**src/rtl/serv_spi_mem_ctrl.sv**
```systemverilog
// Wishbone-to-SPI memory bridge: each Wishbone access becomes one SPI
// READ (0x03) or WRITE (0x02) transaction, one access in flight at a time.
module serv_spi_mem_ctrl #(
    parameter int unsigned CLK_DIV  = 2,
    parameter bit          WRITE_EN = 1'b1,
    parameter int unsigned ADR_W    = 24
) (
    input  logic        wb_clk,
    input  logic        wb_rst,
    input  logic [31:0] i_wb_adr,
    input  logic [31:0] i_wb_dat,
    input  logic [3:0]  i_wb_sel,
    input  logic        i_wb_we,
    input  logic        i_wb_cyc,
    output logic [31:0] o_wb_rdt,
    output logic        o_wb_ack,
    output logic        spi_sclk,
    output logic        spi_cs_n,
    output logic        spi_mosi,
    input  logic        spi_miso
);

    localparam int unsigned DIV_W  = 8;
    localparam int unsigned BITS_W = 6;
    localparam logic [DIV_W-1:0]  DIV_LAST  = DIV_W'(CLK_DIV - 1);
    localparam logic [BITS_W-1:0] ADDR_LAST = BITS_W'(ADR_W - 1);
    localparam logic [7:0] OP_READ  = 8'h03;
    localparam logic [7:0] OP_WRITE = 8'h02;

    typedef enum logic [2:0] {
        S_IDLE,
        S_CMD,
        S_ADDR,
        S_DATA,
        S_ACK,
        S_GAP
    } state_t;

    state_t             state;
    logic [DIV_W-1:0]   div_cnt;
    logic [BITS_W-1:0]  bit_left;
    logic [BITS_W-1:0]  data_bits;
    logic [63:0]        tx_sh;
    logic [31:0]        rx_sh;
    logic               is_read;
    logic               aborted;
    logic               tail;

    logic [1:0]         sel_lo;
    logic [1:0]         sel_hi;
    logic [2:0]         req_nbytes;
    logic [BITS_W-1:0]  req_dbits;
    logic [31:0]        dat_shift;
    logic [31:0]        wr_field;
    logic [23:0]        base_addr;
    logic [23:0]        req_addr;
    logic [63:0]        req_frame;
    logic               no_spi;
    logic [31:0]        rd_word;
    logic               unused_adr;

    // Lowest and highest enabled byte lane of the request
    always_comb begin
        sel_lo = 2'd0;
        sel_hi = 2'd0;
        for (int i = 3; i >= 0; i--) begin
            if (i_wb_sel[i]) sel_lo = 2'(i);
        end
        for (int i = 0; i < 4; i++) begin
            if (i_wb_sel[i]) sel_hi = 2'(i);
        end
    end

    // Request decode: full serial frame {opcode, address, data} left-aligned
    assign req_nbytes = i_wb_we ? 3'(sel_hi - sel_lo) + 3'd1 : 3'd4;
    assign req_dbits  = {req_nbytes, 3'b000} - 6'd1;
    assign dat_shift  = i_wb_dat >> {sel_lo, 3'b000};
    assign wr_field   = {dat_shift[7:0], dat_shift[15:8], dat_shift[23:16], dat_shift[31:24]};
    assign base_addr  = {i_wb_adr[23:2], 2'b00};
    assign req_addr   = i_wb_we ? base_addr + 24'(sel_lo) : base_addr;
    assign req_frame  = i_wb_we ? {OP_WRITE, req_addr, wr_field} : {OP_READ, req_addr, 32'h0};
    assign no_spi     = i_wb_we && (!WRITE_EN || (i_wb_sel == 4'h0));

    // Bytes arrive first-byte-first; first byte belongs in the low lane
    assign rd_word    = {rx_sh[7:0], rx_sh[15:8], rx_sh[23:16], rx_sh[31:24]};
    assign unused_adr = ^{i_wb_adr[31:24], i_wb_adr[1:0]};

    // Transaction FSM with bit engine and registered bus/pin outputs
    always_ff @(posedge wb_clk) begin
        if (wb_rst) begin
            state     <= S_IDLE;
            div_cnt   <= '0;
            bit_left  <= '0;
            data_bits <= '0;
            tx_sh     <= '0;
            rx_sh     <= '0;
            is_read   <= 1'b0;
            aborted   <= 1'b0;
            tail      <= 1'b0;
            o_wb_ack  <= 1'b0;
            o_wb_rdt  <= '0;
            spi_cs_n  <= 1'b1;
            spi_sclk  <= 1'b0;
            spi_mosi  <= 1'b0;
        end else begin
            case (state)
                S_IDLE: begin
                    o_wb_ack <= 1'b0;
                    o_wb_rdt <= '0;
                    spi_cs_n <= 1'b1;
                    spi_sclk <= 1'b0;
                    spi_mosi <= 1'b0;
                    if (i_wb_cyc) begin
                        if (no_spi) begin
                            state    <= S_ACK;
                            o_wb_ack <= 1'b1;
                        end else begin
                            state     <= S_CMD;
                            spi_cs_n  <= 1'b0;
                            spi_mosi  <= req_frame[63];
                            tx_sh     <= req_frame;
                            div_cnt   <= '0;
                            bit_left  <= BITS_W'(7);
                            data_bits <= req_dbits;
                            is_read   <= !i_wb_we;
                            aborted   <= 1'b0;
                            tail      <= 1'b0;
                        end
                    end
                end

                S_CMD, S_ADDR, S_DATA: begin
                    if (!i_wb_cyc) aborted <= 1'b1;
                    if (tail) begin
                        // One CS-hold cycle after the last SCLK fall, then release
                        tail     <= 1'b0;
                        spi_cs_n <= 1'b1;
                        spi_mosi <= 1'b0;
                        if (aborted || !i_wb_cyc) begin
                            state <= S_GAP;
                        end else begin
                            state    <= S_ACK;
                            o_wb_ack <= 1'b1;
                            o_wb_rdt <= is_read ? rd_word : '0;
                        end
                    end else if (div_cnt != DIV_LAST) begin
                        div_cnt <= div_cnt + DIV_W'(1);
                    end else begin
                        div_cnt <= '0;
                        if (!spi_sclk) begin
                            spi_sclk <= 1'b1;
                            rx_sh    <= {rx_sh[30:0], spi_miso};
                        end else begin
                            spi_sclk <= 1'b0;
                            tx_sh    <= tx_sh << 1;
                            spi_mosi <= tx_sh[62];
                            if (bit_left != '0) begin
                                bit_left <= bit_left - BITS_W'(1);
                            end else begin
                                case (state)
                                    S_CMD: begin
                                        state    <= S_ADDR;
                                        bit_left <= ADDR_LAST;
                                    end
                                    S_ADDR: begin
                                        state    <= S_DATA;
                                        bit_left <= data_bits;
                                    end
                                    default: begin
                                        tail     <= 1'b1;
                                        spi_mosi <= 1'b0;
                                    end
                                endcase
                            end
                        end
                    end
                end

                S_ACK: begin
                    o_wb_ack <= 1'b0;
                    o_wb_rdt <= '0;
                    spi_cs_n <= 1'b1;
                    spi_sclk <= 1'b0;
                    state    <= S_GAP;
                end

                S_GAP: begin
                    state <= S_IDLE;
                end

                default: begin
                    state <= S_IDLE;
                end
            endcase
        end
    end

endmodule

```
**config.mk**
```make
export PLATFORM = sky130hd
export DESIGN_NAME = serv_spi_mem_ctrl
export DESIGN_NICKNAME = d
export VERILOG_FILES = /design/src/rtl/serv_spi_mem_ctrl.sv
export SDC_FILE = /design/constraint.sdc
export NUM_CORES = 1
export LEC_CHECK = 0
export BUFFER_PORTS_ARGS = -buffer_cell sky130_fd_sc_hd__buf_2
export CAP_MARGIN = 10
export CORE_MARGIN = 2
export CORE_UTILIZATION = 35
export DETAILED_ROUTE_END_ITERATION = 10
export PLACE_DENSITY = 0.54
export SLEW_MARGIN = 10
export SYNTH_ARGS = -nofsm -noshare
export SYNTH_HDL_FRONTEND = slang
export SYNTH_SLANG_ARGS = --single-unit
```
**constraint.sdc**
```tcl
create_clock -name wb_clk -period 2.7 [get_ports wb_clk]
set_input_delay 0.54 -clock wb_clk [delete_from_list [all_inputs] [get_ports wb_clk]]
set_output_delay 0.54 -clock wb_clk [all_outputs]
set_load 0.01 [all_outputs]
```
; ---- Word-level counts from Yosys, hierarchy flattened
; Cells that the tools add are included.
[totals]
reg_bits = 157
inputBits = 73
output_inout_bits = 36
[op_classes]
addsub = 6
eq_ne = 18
n_shift = 1
n_mux = 70
bitwise = 4
n_reduce_logical = 26
[ops]
columns = op, count
row1 = $mux 63, 5
row2 = $pmux 63 s2, 1
row3 = $mux 32, 3
row4 = $pmux 32 s2, 1
row5 = $mux 57, 1
row6 = $mux 6, 6
row7 = $mux 8, 4
row8 = $shr 32x5->32, 1
row9 = $add 24x2->24, 1
row10 = $mux 1, 24
row11 = $mux 24, 1
row12 = $pmux 6 s2, 2
row13 = $mux 3, 7
row14 = $reduce_and 3->1, 6
row15 = $ne 2x2->1 const B, 8
row16 = $pmux 8 s2, 1
row17 = $mux 2, 6
row18 = $reduce_and 4->1, 3
row19 = $sub 6x1->6 const B, 2
row20 = $ne 3x3->1 const B, 3
row21 = $pmux 3 s3, 1
row22 = $add 8x1->8 const B, 1
row23 = $ne 4x4->1 const B, 2
row24 = $ne 8x1->1 const B, 1
row25 = 23 further kinds, 34

; ---- Logic depth before layout (Yosys ltp)
; Gate-level depths: netlist of run 1.
[logic_depth]
word_depth = 10
mapped_depth = 11

; ---- Worst setup path after synthesis of run 1
; Ideal clock, no wire load.
[synth_path]
path_kind = input-to-reg
from = in i_wb_sel[2]
to = reg data_bits[5]
arrival_ns = 2.234
slack_ns = 0.338
stages = 11
path_buffers = 2
path_cell_list = nand2b_1 -> clkbuf_1 -> a21o_1 -> buf_2 -> ha_1 -> ha_1 -> nand2_1 -> ha_1 -> xor2_1 -> mux2i_1 -> nor2_1
[synth_via]
elab_chain_cells = 7
elab_cells_between_ends = 13
cone_classes = add/sub (3) / mux (6) / bitwise (1) / reduce/logical (3)
[synth_rtl]
columns = element, line
row1 = from (decl), 12  ; input logic [3:0] i_wb_sel,
row2 = $mux 2 (3 in a row), 67  ; if (i_wb_sel[i]) sel_lo = 2'(i);
row3 = $sub 2x2->3, 75  ; assign req_nbytes = i_wb_we ? 3'(sel_hi - sel_lo) + 3'd1 : 3'd4;
row4 = $add 3x1->3, 75
row5 = $mux 3, 75
row6 = $sub 6x1->6, 76  ; assign req_dbits = {req_nbytes, 3'b000} - 6'd1;
row7 = to (signal assigned), 124  ; data_bits <= req_dbits;
row8 = to (decl), 42  ; logic [BITS_W-1:0] data_bits;
; Parallel ways exist; a longest one is shown, timed or not.
; A chain may end at the register's enable or synchronous reset.

; ---- Worst setup path after layout of run 1
[layout_path]
from = reg bit_left[0]
to = reg bit_left[0]
[layout_via]
elab_chain_cells = 6
elab_cells_between_ends = 9
cone_classes = add/sub (1) / eq/ne (1) / mux (5) / reduce/logical (2)
[layout_rtl]
columns = element, line
row1 = from (decl), 41  ; logic [BITS_W-1:0] bit_left;
row2 = from (signal assigned), 158  ; bit_left <= bit_left - BITS_W'(1);
row3 = from (signal assigned), 167  ; bit_left <= data_bits;
row4 = $sub 6x1->6 / $reduce_bool 6->1 (equally long branches), "158, 157"
row5 = $mux 6, 157  ; if (bit_left != '0) begin
row6 = $mux 6, 150  ; if (!spi_sclk) begin
row7 = $mux 6, 146  ; end else if (div_cnt != DIV_LAST) begin
row8 = $mux 6, 134  ; if (tail) begin
row9 = $pmux 6 s2, 106  ; case (state)
; Parallel ways exist; a longest one is shown, timed or not. The select of a mux whose other input is x is not followed.

==> out/metrics.csv, run 1 <==
metric,value,unit
xor/xnor share of the synthesized area,0.003725,
Core Box Area,19590,um^2
Worst Path Required,3020,ps
max cap viols,0,
WHS Path Cells,3,
worst skew pair latency,430,ps
register area share after synthesis,0.4400,
GRT overflow,0,
antenna cells,0,
HP Start,spi_miso,
Post-synth EDFFs,0,
setup bufs post-CTS,0,
Synth top area share,0.4400,
Crit path max-delay family,compound AO/OA/AOI/OAI gates,
TritonCTS clock tree,done,
share of cells above drive strength 1,0.1914,
"commonest non-fill, non-tap cells in the layout","nand2_1 (171), dfxtp_1 (155), buf_2 (97)",
"non-filler cells, final",1221,
post-CTS sizing,0,
vias in the first global route,6069,
Slowest cell on crit path,o41ai_1,
initial drt markers,418,
Detailed Route WL,18020,um
synthesized-area fraction occupied by adder cells,0.01419,
leading area contributor after synthesis,dfxtp_1,
vias post-DR,6461,
Bufs on Longest Clock Path,2,
post-route ant nets,0,
Die ar.,21300,um^2
largest family of logic cells by synthesized area,simple AND/OR/NAND/NOR gates,
Placed Cells,1189,
Final min period,2209,ps
CTS H-tree lvls,4,
post-DR vias/cell,5.292,
Slew @ Worst Pin,706.2,ps
die width,146.0,um
RSZ-0062 raised after global routing,false,
Clock Pin Slew Worst Setup and Hold Paths,80,ps
drt drc,0,
tightest hold margin,361.3,ps
Max-slew headroom,0.5282,
Reg2Reg Depth,8,
first-pass GRT wire length,30460,um
startpoint class of the critical path,flip-flop,
status,"complete, no violations",
worst hold path endpoint,rx_sh[0]$_SDFFE_PP0P_,
CTS Hold Bufs,0,
Synth Area in Compound Gates,0.2285,
row count,51,
syn nets,954,
main area contributors after synthesis,"dfxtp_1 (44%), nand2_1 (9.1%), a21oi_1 (5.6%)",
yosys warns,0,
"most common cell after layout, fill and taps aside",nand2_1,
Slowest Stage Delay on Critical Path,480,ps
Leak,3.150,nW
drt pass-1 iters,5,
# IOs,109,
CP Cell Sequence,"inv_1, ha_1, nor3b_2, nand2_1, buf_4, o41ai_1, a31oi_1, mux2_4",
synthesized flop and latch total,155,
drt wl/cell,14.76,um
top_reg_cell synth,dfxtp_1,
Setup CP Type,reg2reg,
Mapped Cells,873,
final-report setup violation count,0,
synthesized area,7053,um^2
critical path depth,8,
Crit. End Element,flip-flop,
asr flop ratio synth,0,
IO buf count,98,
multiplexer area fraction after synthesis,0.02413,
Max Clock Freq,452.6,MHz
buffer and inverter count on the worst path,2,
Yosys cell types,63,
Final period util,0.8183,
Final Net Count,1024,
CTS buffer count,17,
total track usage,0.1707,
starting density of the core,0.3600,
largest net degree at the start of global routing,82,
crit-path max FO,7,
Peak supply drop,0.5325,mV
Slew Limit Fails,0,
RD Place Congestion,0.8249,
Avg Inst Size Synth,8.079,um^2
CTS sink cnt,155,
PD cells,933.1,nW/um^2
final setup skew,13.20,ps
Min-Delay Path Class,in2reg,
Setup TNS,0,ps
Area Growth Syn to Fin,20.05,%
Fin. Hold Viols,0,
Worst R2R Setup Slack,490,ps
initial antenna violation count,0,
end of the worst register-to-register path,bit_left[0]$_SDFFE_PP0P_,
Arrival @ worst endpoint,2530,ps
die height,146.0,um
worst r2r src,bit_left[0]$_SDFFE_PP0P_,
Root Driver,clkbuf_16,
synthesized-area fraction occupied by and/or/nand/nor cells,0.2354,
HPWL after DPL,11790,um
==> layer usage <==
metal | GRT usage | routed length [um] | vias to the layer above
met4 | 0.04706 | 199 | 0
met1 | 0.2344 | 8723 | 3019
li1 | - | - | 3278
met3 | 0.03824 | 785 | 13
met5 | 0 | 0 | -
met2 | 0.2700 | 8308 | 151
==> cell usage after synthesis (2+ instances only) <==
cell type,instances
nand3_1,37
o41ai_1,3
inv_1,11
o22ai_1,8
a41oi_1,2
a21o_1,4
a21oi_1,79
buf_2,26
mux2i_1,5
o211ai_1,3
o2bb2ai_1,8
o31ai_1,3
nor3_1,31
xnor2_1,2
nand3b_1,5
mux2_4,2
nor2_1,88
mux2_2,8
a311oi_1,33
a32oi_1,7
nand2b_1,14
a221oi_1,18
a211oi_1,12
nor2b_1,2
clkbuf_1,45
nand2_1,171
a22oi_1,13
dfxtp_1,155
a31oi_1,6
ha_1,8
and3_1,6
o2111ai_1,8
buf_4,2
and2_1,5
nand4_1,5
o21ai_0,9
buf_1,3
==> area by class of cell <==
cell class / count / area, um^2
Clock inverter: 15 / 183.9
Tap cell: 265 / 331.6
Multi-Input combinational cell: 629 / 3597
Timing Repair Buffer: 128 / 780.7
Fill cell: 2016 / 11120
Sequential cell: 155 / 3103
Inverter: 12 / 45.04
Clock buffer: 17 / 425.4
==> report_power, final <==
| part | internal (mW) | leakage [nW] | switching, mW |
|---|---|---|---|
| Combinational | 0.949 | 1.59 | 1.69 |
| Sequential | 2.62 | 1.26 | 0.233 |
| Clock | 1.27 | 0.298 | 1.14 |
| Total | 4.84 | 3.15 | 3.06 |
==> metrics by stage <==
step	setup WS, ps	cell area (um^2)	utilization	total power, mW
after floorplan	338.3	7053	-	4.761
after global placement	399.9	7858	0.4011	5.556
after detailed placement	415.5	7858	0.4011	5.565
after CTS	483.7	8467	0.4322	8.013
after global routing	306.7	8467	0.4322	8.449
final	490.6	8467	0.4322	7.900
==> worst max-delay path by stage <==
stage	from	end	slack, ps
6_report	bit_left[0]$_SDFFE_PP0P_	bit_left[0]$_SDFFE_PP0P_	490
3_3_place_gp	i_wb_sel[1]	data_bits[5]$_SDFFE_PP0P_	400
3_5_place_dp	i_wb_sel[1]	data_bits[5]$_SDFFE_PP0P_	420
4_1_cts	state[0]$_SDFFE_PP0P_	tx_sh[52]$_SDFFE_PP0P_	480
5_1_grt	bit_left[0]$_SDFFE_PP0P_	bit_left[4]$_SDFFE_PP0P_	310
2_1_floorplan	i_wb_sel[2]	data_bits[5]$_SDFFE_PP0P_	340
==> state kept, by name, summed over array words and instances, names as in the netlist <==
name	cells
spi_cs_n	1
state	3
tx_sh	63
rx_sh	32
is_read	1
data_bits	4
o_wb_rdt	32
aborted	1
spi_mosi	1
o_wb_ack	1
tail	1
spi_sclk	1
bit_left	6
div_cnt	8
==> kinds of logic (layout without fill, tap and decap cells) <==
family                     Yosys count  in the layout
muxes                               15             15
DFF                                155            155
adders and majority gates            8              8
and+or+nand+nor                    376            376
buffers and inverters               89            172
AOI/OAI and AO/OA                  227            227
xor gates and xnor gates             3              3
==> worst reg2reg max path, stage by stage, from the launching register on <==
cell and delay (ps):
dfxtp_1 350, inv_1 140, ha_1 220, nor3b_2 260, nand2_1 100, buf_4 180, o41ai_1 480, a31oi_1 100
mux2_4 280
Note: power is estimated with default switching activity, not from simulation.
==> inputs of run 2 (changes only) <==
PLACE_DENSITY = 0.56   (was 0.54)
clock period = 1.8 ns   (was 2.7 ns; I/O delays follow)
==> run 2 against run 1 <==
The run now ends with setup timing left. First-iteration DRC count is 7.9% higher. Final area up 18%. Cell count up 7.0%. Power increased by 78%. Worst hold slack got worse by 190 ps. Via count rose by 8.1%.
==> out/metrics.csv, run 2 (synthesis results as in run 1) <==
metric,value,unit,change
Final Net Count,1109,,was 1024
max cap viols,0,,unchanged
Slew Limit Fails,0,,unchanged
FF+latch area,3113,um^2,was 3103 um^2
initial antenna violation count,0,,unchanged
post-route ant nets,0,,unchanged
Peak supply drop,0.9615,mV,was 0.5325 mV
Slew @ Worst Pin,812.1,ps,was 706.2 ps
Fin. Hold Viols,0,,unchanged
die width,146.0,um,unchanged
status,finished with violations,,"was complete, no violations"
HPWL after DPL,12570,um,was 11790 um
Detailed Route WL,21000,um,was 18020 um
CTS H-tree lvls,4,,unchanged
final-report setup violation count,15,,was 0
max reg flops,63,,unchanged
first-pass GRT wire length,31940,um,was 30460 um
vias post-DR,6984,,was 6461
total power,14.09,mW,was 7.900 mW
Leak,3.854,nW,was 3.150 nW
die height,146.0,um,unchanged
startpoint class of the critical path,flip-flop,,unchanged
Setup TNS,-251.5,ps,was 0 ps
Min-Delay Path Class,in2reg,,unchanged
Core Box Area,19590,um^2,unchanged
final core utilization,0.5115,,was 0.4322
PD cells,1406,nW/um^2,was 933.1 nW/um^2
worst r2r src,state[2]$_SDFFE_PP0P_,,was bit_left[0]$_SDFFE_PP0P_
Worst Path Required,2150,ps,was 3020 ps
Final min period,1853,ps,was 2209 ps
Root Driver,clkbuf_16,,unchanged
starting density of the core,0.3600,,unchanged
CTS Hold Bufs,0,,unchanged
antenna cells,0,,unchanged
drt pass-1 iters,5,,unchanged
violated checks,setup timing,,
crit-path max FO,8,,was 7
GRT overflow,0,,unchanged
share of cells above drive strength 1,0.3583,,was 0.1914
Max Clock Freq,539.7,MHz,was 452.6 MHz
fill cell count,1904,,was 2016
RSZ-0062 raised after global routing,true,,was false
tightest hold margin,172.9,ps,was 361.3 ps
Top reg by flops,tx_sh,,unchanged
HP Start,spi_miso,,unchanged
largest net degree at the start of global routing,68,,was 82
Setup CP Type,reg2reg,,unchanged
Die ar.,21300,um^2,unchanged
vias in the first global route,6394,,was 6069
worst setup margin,-52.92,ps,was 490.6 ps
drt drc,0,,unchanged
Bufs on Longest Clock Path,2,,unchanged
# IOs,109,,unchanged
CTS buffer count,17,,unchanged
Crit. End Element,flip-flop,,unchanged
RD Place Congestion,0.8762,,was 0.8249
Final period util,1.029,,was 0.8183
"commonest non-fill, non-tap cells in the layout","nand2_1 (156), dfxtp_1 (149), buf_2 (97)",,"was nand2_1 (171), dfxtp_1 (155), buf_2 (97)"
initial drt markers,451,,was 418
worst skew pair latency,440,ps,was 430 ps
Max-slew headroom,0.4586,,was 0.5282
TritonCTS clock tree,done,,unchanged
Clock Pin Slew Worst Setup and Hold Paths,80,ps,about the same
drt wl/cell,16.08,um,was 14.76 um
Arrival @ worst endpoint,2200,ps,was 2530 ps
IO buf count,98,,unchanged
final setup skew,14.66,ps,was 13.20 ps
Area Growth Syn to Fin,42.08,%,was 20.05%
launch point of the critical path,state[2]$_SDFFE_PP0P_,,was bit_left[0]$_SDFFE_PP0P_
Multi-input gate area,4150,um^2,was 3597 um^2
Top Registers,"tx_sh: 63 flops, o_wb_rdt: 32 flops, rx_sh: 32 flops",,unchanged
post-DR vias/cell,5.348,,was 5.292
row count,51,,unchanged
total track usage,0.1799,,was 0.1707
"most common cell after layout, fill and taps aside",nand2_1,,unchanged
CTS sink cnt,155,,unchanged
==> run 2: cell types whose count changed in the layout (fill, tap and decap cells not counted), moves of 10 or more <==
cell / before / now
nand2_1: 171 / 156
buf_4: 26 / 76
buf_6: 0 / 12
a21oi_2: 0 / 24
buf_12: 5 / 15
nor2_1: 87 / 74
a21oi_1: 79 / 55
a221oi_2: 0 / 10
nor2_2: 1 / 13
a221oi_1: 18 / 4
clkbuf_16: 17 / 28
nand2_2: 0 / 11
==> run 2: worst max-delay path: stages, from the launching register on <==
cell	delay (ps)
dfxtp_1	320
nand2b_1	210
a311oi_4	370
buf_4	180
a21o_4	180
buf_6	150
clkbuf_16	150
nor2_1	40
nor3_1	150
==> run 2: path summary, 6_finish.rpt <==
| path | endpoint | slack, ps | cells past startpoint |
|---|---|---|---|
| worst max register to register | tx_sh[12]$_SDFFE_PP0P_ | -50 | 8 |
| worst min register to register | o_wb_rdt[10]$_SDFFE_PP0P_ | 450 | 2 |
| worst min-delay path | rx_sh[0]$_SDFFE_PP0P_ | 170 | 3 |
| worst max-delay path | tx_sh[12]$_SDFFE_PP0P_ | -50 | 8 |
==> run 2: routing by layer <==
metal,part of all wire,routed length (um),vias to the layer above,track usage
met2,0.48,9981,176,0.2847
met1,0.47,9792,3322,0.2436
met4,0.017,358,0,0.06324
met5,0,0,-,0
li1,-,-,3455,-
met3,0.041,871,31,0.03699
==> run 2: what timing repair did <==
item,4_1_cts,5_1_grt
cloned,0,17
resized for setup,9,109
pin swaps,4,64
setup buffers,5,9
endpoints found under the setup margin,85,104
==> run 2: per-stage QoR <==
step / cell area, um^2 / worst slack, ps / std cells
floorplan: 7148 / -171.8 / 873
global placement: 8444 / -160.3 / 1243
detailed placement: 8444 / -179.8 / 1243
CTS: 9123 / -45.67 / 1280
global route: 10020 / -102.9 / 1306
finish: 10020 / -52.92 / 1306
==> run 2: power breakdown <==
| group | switching [mW] | internal, mW | leakage, nW | total (mW) |
|---|---|---|---|---|
| Clock | 1.72 | 1.87 | 0.293 | 3.59 |
| Combinational | 3.32 | 2.90 | 2.30 | 6.22 |
| Sequential | 0.333 | 3.94 | 1.27 | 4.27 |
| Total | 5.38 | 8.71 | 3.85 | 14.1 |
==> run 2: layout make-up <==
cell class	count	share of cell area
clock buffers	17	0.04245
clock inverters	15	0.01736
inverters	12	0.004495
multi-input cells	630	0.4142
flip-flops and latches	155	0.3106
well taps	265	0.03309
repair buffers	212	0.1778
==> inputs of run 3 (changes only) <==
RECOVER_POWER = 50   (was unset)
==> run 3 against run 2 <==
The run still ends with setup timing left. Combinational power hardly changed. Worst setup slack better by 3.3 ps. Final area down 0.51%. Non-clock buffer count did not move. Routed wire length grew 0.51%. Register-to-register slack is essentially flat. Clock power barely moved. Worst hold slack worse by 1.5 ps. Clock skew rose by 1.9 ps. Critical path depth unchanged. Sequential share of layout area increased by 0.16 points. Critical path type unchanged.
==> out/metrics.csv, run 3 (synthesis results as in run 1) <==
metric,value,unit,change
die width,146.0,um,unchanged
Max Clock Freq,540.7,MHz,was 539.7 MHz
drt pass-1 iters,5,,unchanged
total track usage,0.1799,,unchanged
IO buf count,98,,unchanged
post-route ant nets,0,,unchanged
initial drt markers,490,,was 451
Slowest cell on crit path,a311oi_4,,unchanged
Internal Power,8.688,mW,was 8.714 mW
die height,146.0,um,unchanged
startpoint class of the critical path,flip-flop,,unchanged
Net Sw Power,5.389,mW,was 5.377 mW
Max-slew headroom,0.4586,,about the same
sw frac,0.3828,,was 0.3816
worst hold path endpoint,rx_sh[0]$_SDFFE_PP0P_,,unchanged
RD Place Congestion,0.8762,,unchanged
Multi-input gate area,4150,um^2,unchanged
CP Cell Sequence,"nand2b_1, a311oi_4, buf_4, a21o_4, buf_6, clkbuf_16, nor2_1, nor3_1",,unchanged
total power,14.08,mW,was 14.09 mW
# IOs,109,,unchanged
Min-Delay Path Class,in2reg,,unchanged
Top reg by flops,tx_sh,,unchanged
crit-path max FO,8,,unchanged
drt wl/cell,16.17,um,was 16.08 um
Placed Cells,1243,,unchanged
Arrival @ worst endpoint,2200,ps,about the same
Leak,3.693,nW,was 3.854 nW
Reg2Reg Depth,8,,unchanged
post-DR vias/cell,5.373,,was 5.348
starting density of the core,0.3600,,unchanged
Root Driver,clkbuf_16,,unchanged
Clock Pin Slew Worst Setup and Hold Paths,80,ps,about the same
vias in the first global route,6394,,unchanged
worst skew pair latency,440,ps,about the same
FF+latch area,3113,um^2,unchanged
Die ar.,21300,um^2,unchanged
CTS buffer count,17,,unchanged
Core Box Area,19590,um^2,unchanged
status,finished with violations,,unchanged
CTS H-tree lvls,4,,unchanged
vias post-DR,7017,,was 6984
Crit. End Element,flip-flop,,unchanged
"most common cell after layout, fill and taps aside",nand2_1,,unchanged
share of cells above drive strength 1,0.3228,,was 0.3583
Crit path max-delay family,compound AO/OA/AOI/OAI gates,,unchanged
Slew Limit Fails,0,,unchanged
Setup CP Type,reg2reg,,unchanged
worst setup margin,-49.59,ps,was -52.92 ps
Final Net Count,1109,,unchanged
violated checks,setup timing,,unchanged
Worst R2R Setup Slack,-50,ps,about the same
end of the worst register-to-register path,tx_sh[12]$_SDFFE_PP0P_,,unchanged
"non-filler cells, final",1306,,unchanged
combinational power share,0.441,,was 0.442
WHS Path Cells,3,,unchanged
clock network fraction of design power,0.256,,was 0.255
first-pass GRT wire length,31940,um,unchanged
buffer and inverter count on the worst path,3,,unchanged
Slowest Stage Delay on Critical Path,370,ps,about the same
CTS sink cnt,155,,unchanged
initial antenna violation count,0,,unchanged
register share of total power,0.304,,was 0.303
row count,51,,unchanged
final-report setup violation count,13,,was 15
HPWL after DPL,12570,um,unchanged
RSZ-0062 raised after global routing,true,,unchanged
Worst Path Required,2150,ps,about the same
GRT overflow,0,,unchanged
max reg flops,63,,unchanged
Slew @ Worst Pin,812.1,ps,about the same
PD cells,1412,nW/um^2,was 1406 nW/um^2
TritonCTS clock tree,done,,unchanged
antenna cells,0,,unchanged
final setup skew,16.59,ps,was 14.66 ps
Fin. Hold Viols,0,,unchanged
Bufs on Longest Clock Path,2,,unchanged
fill cell count,1926,,was 1904
Detailed Route WL,21110,um,was 21000 um
Final period util,1.028,,was 1.029
Final min period,1850,ps,was 1853 ps
Area Growth Syn to Fin,41.35,%,was 42.08%
largest net degree at the start of global routing,68,,unchanged
max cap viols,0,,unchanged
Peak supply drop,0.9625,mV,was 0.9615 mV
"commonest non-fill, non-tap cells in the layout","nand2_1 (156), dfxtp_1 (149), nor2_1 (74)",,"was nand2_1 (156), dfxtp_1 (149), buf_2 (97)"
worst r2r src,state[2]$_SDFFE_PP0P_,,unchanged
drt drc,0,,unchanged
Top Registers,"tx_sh: 63 flops, o_wb_rdt: 32 flops, rx_sh: 32 flops",,unchanged
HP Start,spi_miso,,unchanged
## run 3: cell types whose count changed in the layout (fill, tap and decap cells not counted)
cell / previous run / this run
clkbuf_1: 0 / 37
buf_2: 97 / 61
buf_4: 76 / 73
clkbuf_2: 0 / 1
clkbuf_4: 0 / 1
## run 3: worst max path at each step
| stage | start | to | slack, ps | depth (start not counted) |
|---|---|---|---|---|
| after floorplan | i_wb_sel[2] | data_bits[5]$_SDFFE_PP0P_ | -170 | 11 |
| after global routing | div_cnt[1]$_SDFFE_PP0P_ | tx_sh[60]$_SDFFE_PP0P_ | -100 | 10 |
| after detailed placement | i_wb_sel[0] | div_cnt[1]$_SDFFE_PP0P_ | -180 | 8 |
| after global placement | i_wb_sel[0] | div_cnt[1]$_SDFFE_PP0P_ | -160 | 8 |
| final | state[2]$_SDFFE_PP0P_ | tx_sh[12]$_SDFFE_PP0P_ | -50 | 8 |
| after CTS | div_cnt[1]$_SDFFE_PP0P_ | tx_sh[53]$_SDFFE_PP0P_ | -50 | 8 |
## run 3: cell type report
| class | instances | share of cell area |
|---|---|---|
| Clock inverter | 15 | 0.01744 |
| Tap cell | 265 | 0.03326 |
| Inverter | 12 | 0.004518 |
| Sequential cell | 155 | 0.3122 |
| Multi-Input combinational cell | 630 | 0.4163 |
| Clock buffer | 17 | 0.04267 |
| Timing Repair Buffer | 212 | 0.1736 |
## run 3: power by group through the flow
| stage | logic, mW | clock network (mW) | registers (mW) |
|---|---|---|---|
| 2_1_floorplan | 3.01 | 0 | 4.23 |
| 5_1_grt | 6.73 | 3.82 | 4.33 |
| 3_3_place_gp | 4.84 | 0 | 4.28 |
| 3_5_place_dp | 4.85 | 0 | 4.28 |
| 6_report | 6.20 | 3.60 | 4.27 |
| 4_1_cts | 5.03 | 3.66 | 4.21 |
## run 3: tightest hold or removal path: cells and delay by family
| family | cells | cell delay, ps |
|---|---|---|
| buf+inv | 1 | 120 |
| simple gates | 1 | 60 |
| compound gates | 1 | 40 |
## run 3: metal layers
metal  GRT usage  vias to the layer above  wire length, um
met3     0.03699                       32              973
met2      0.2847                      183             9953
met4     0.06324                        0              369
met1      0.2436                     3343             9817
li1            -                     3459                -
met5           0                        -                0
## run 3: repair_timing
item | in CTS | in global routing
resized for setup | 9 | 109
endpoints found under the setup margin | 85 | 104
buffers inserted | 5 | 9
cloned | 0 | 17
hold buffers | 0 | 0
pin swaps | 4 | 64
## run 3: through the flow
| stage | setup TNS (ps) | utilization | cell area (um^2) | hold WS [ps] | setup WS [ps] |
|---|---|---|---|---|---|
| 2_1_floorplan | -441.1 | - | 7148 | 431.5 | -171.8 |
| 3_3_place_gp | -5511 | 0.4311 | 8444 | 436.2 | -160.3 |
| 3_5_place_dp | -7501 | 0.4311 | 8444 | 440.4 | -179.8 |
| 4_1_cts | -408.6 | 0.4657 | 9123 | 152.8 | -45.67 |
| 5_1_grt | -5190 | 0.5089 | 9970 | 162.3 | -102.9 |
| 6_report | -188.6 | 0.5089 | 9970 | 171.4 | -49.59 |
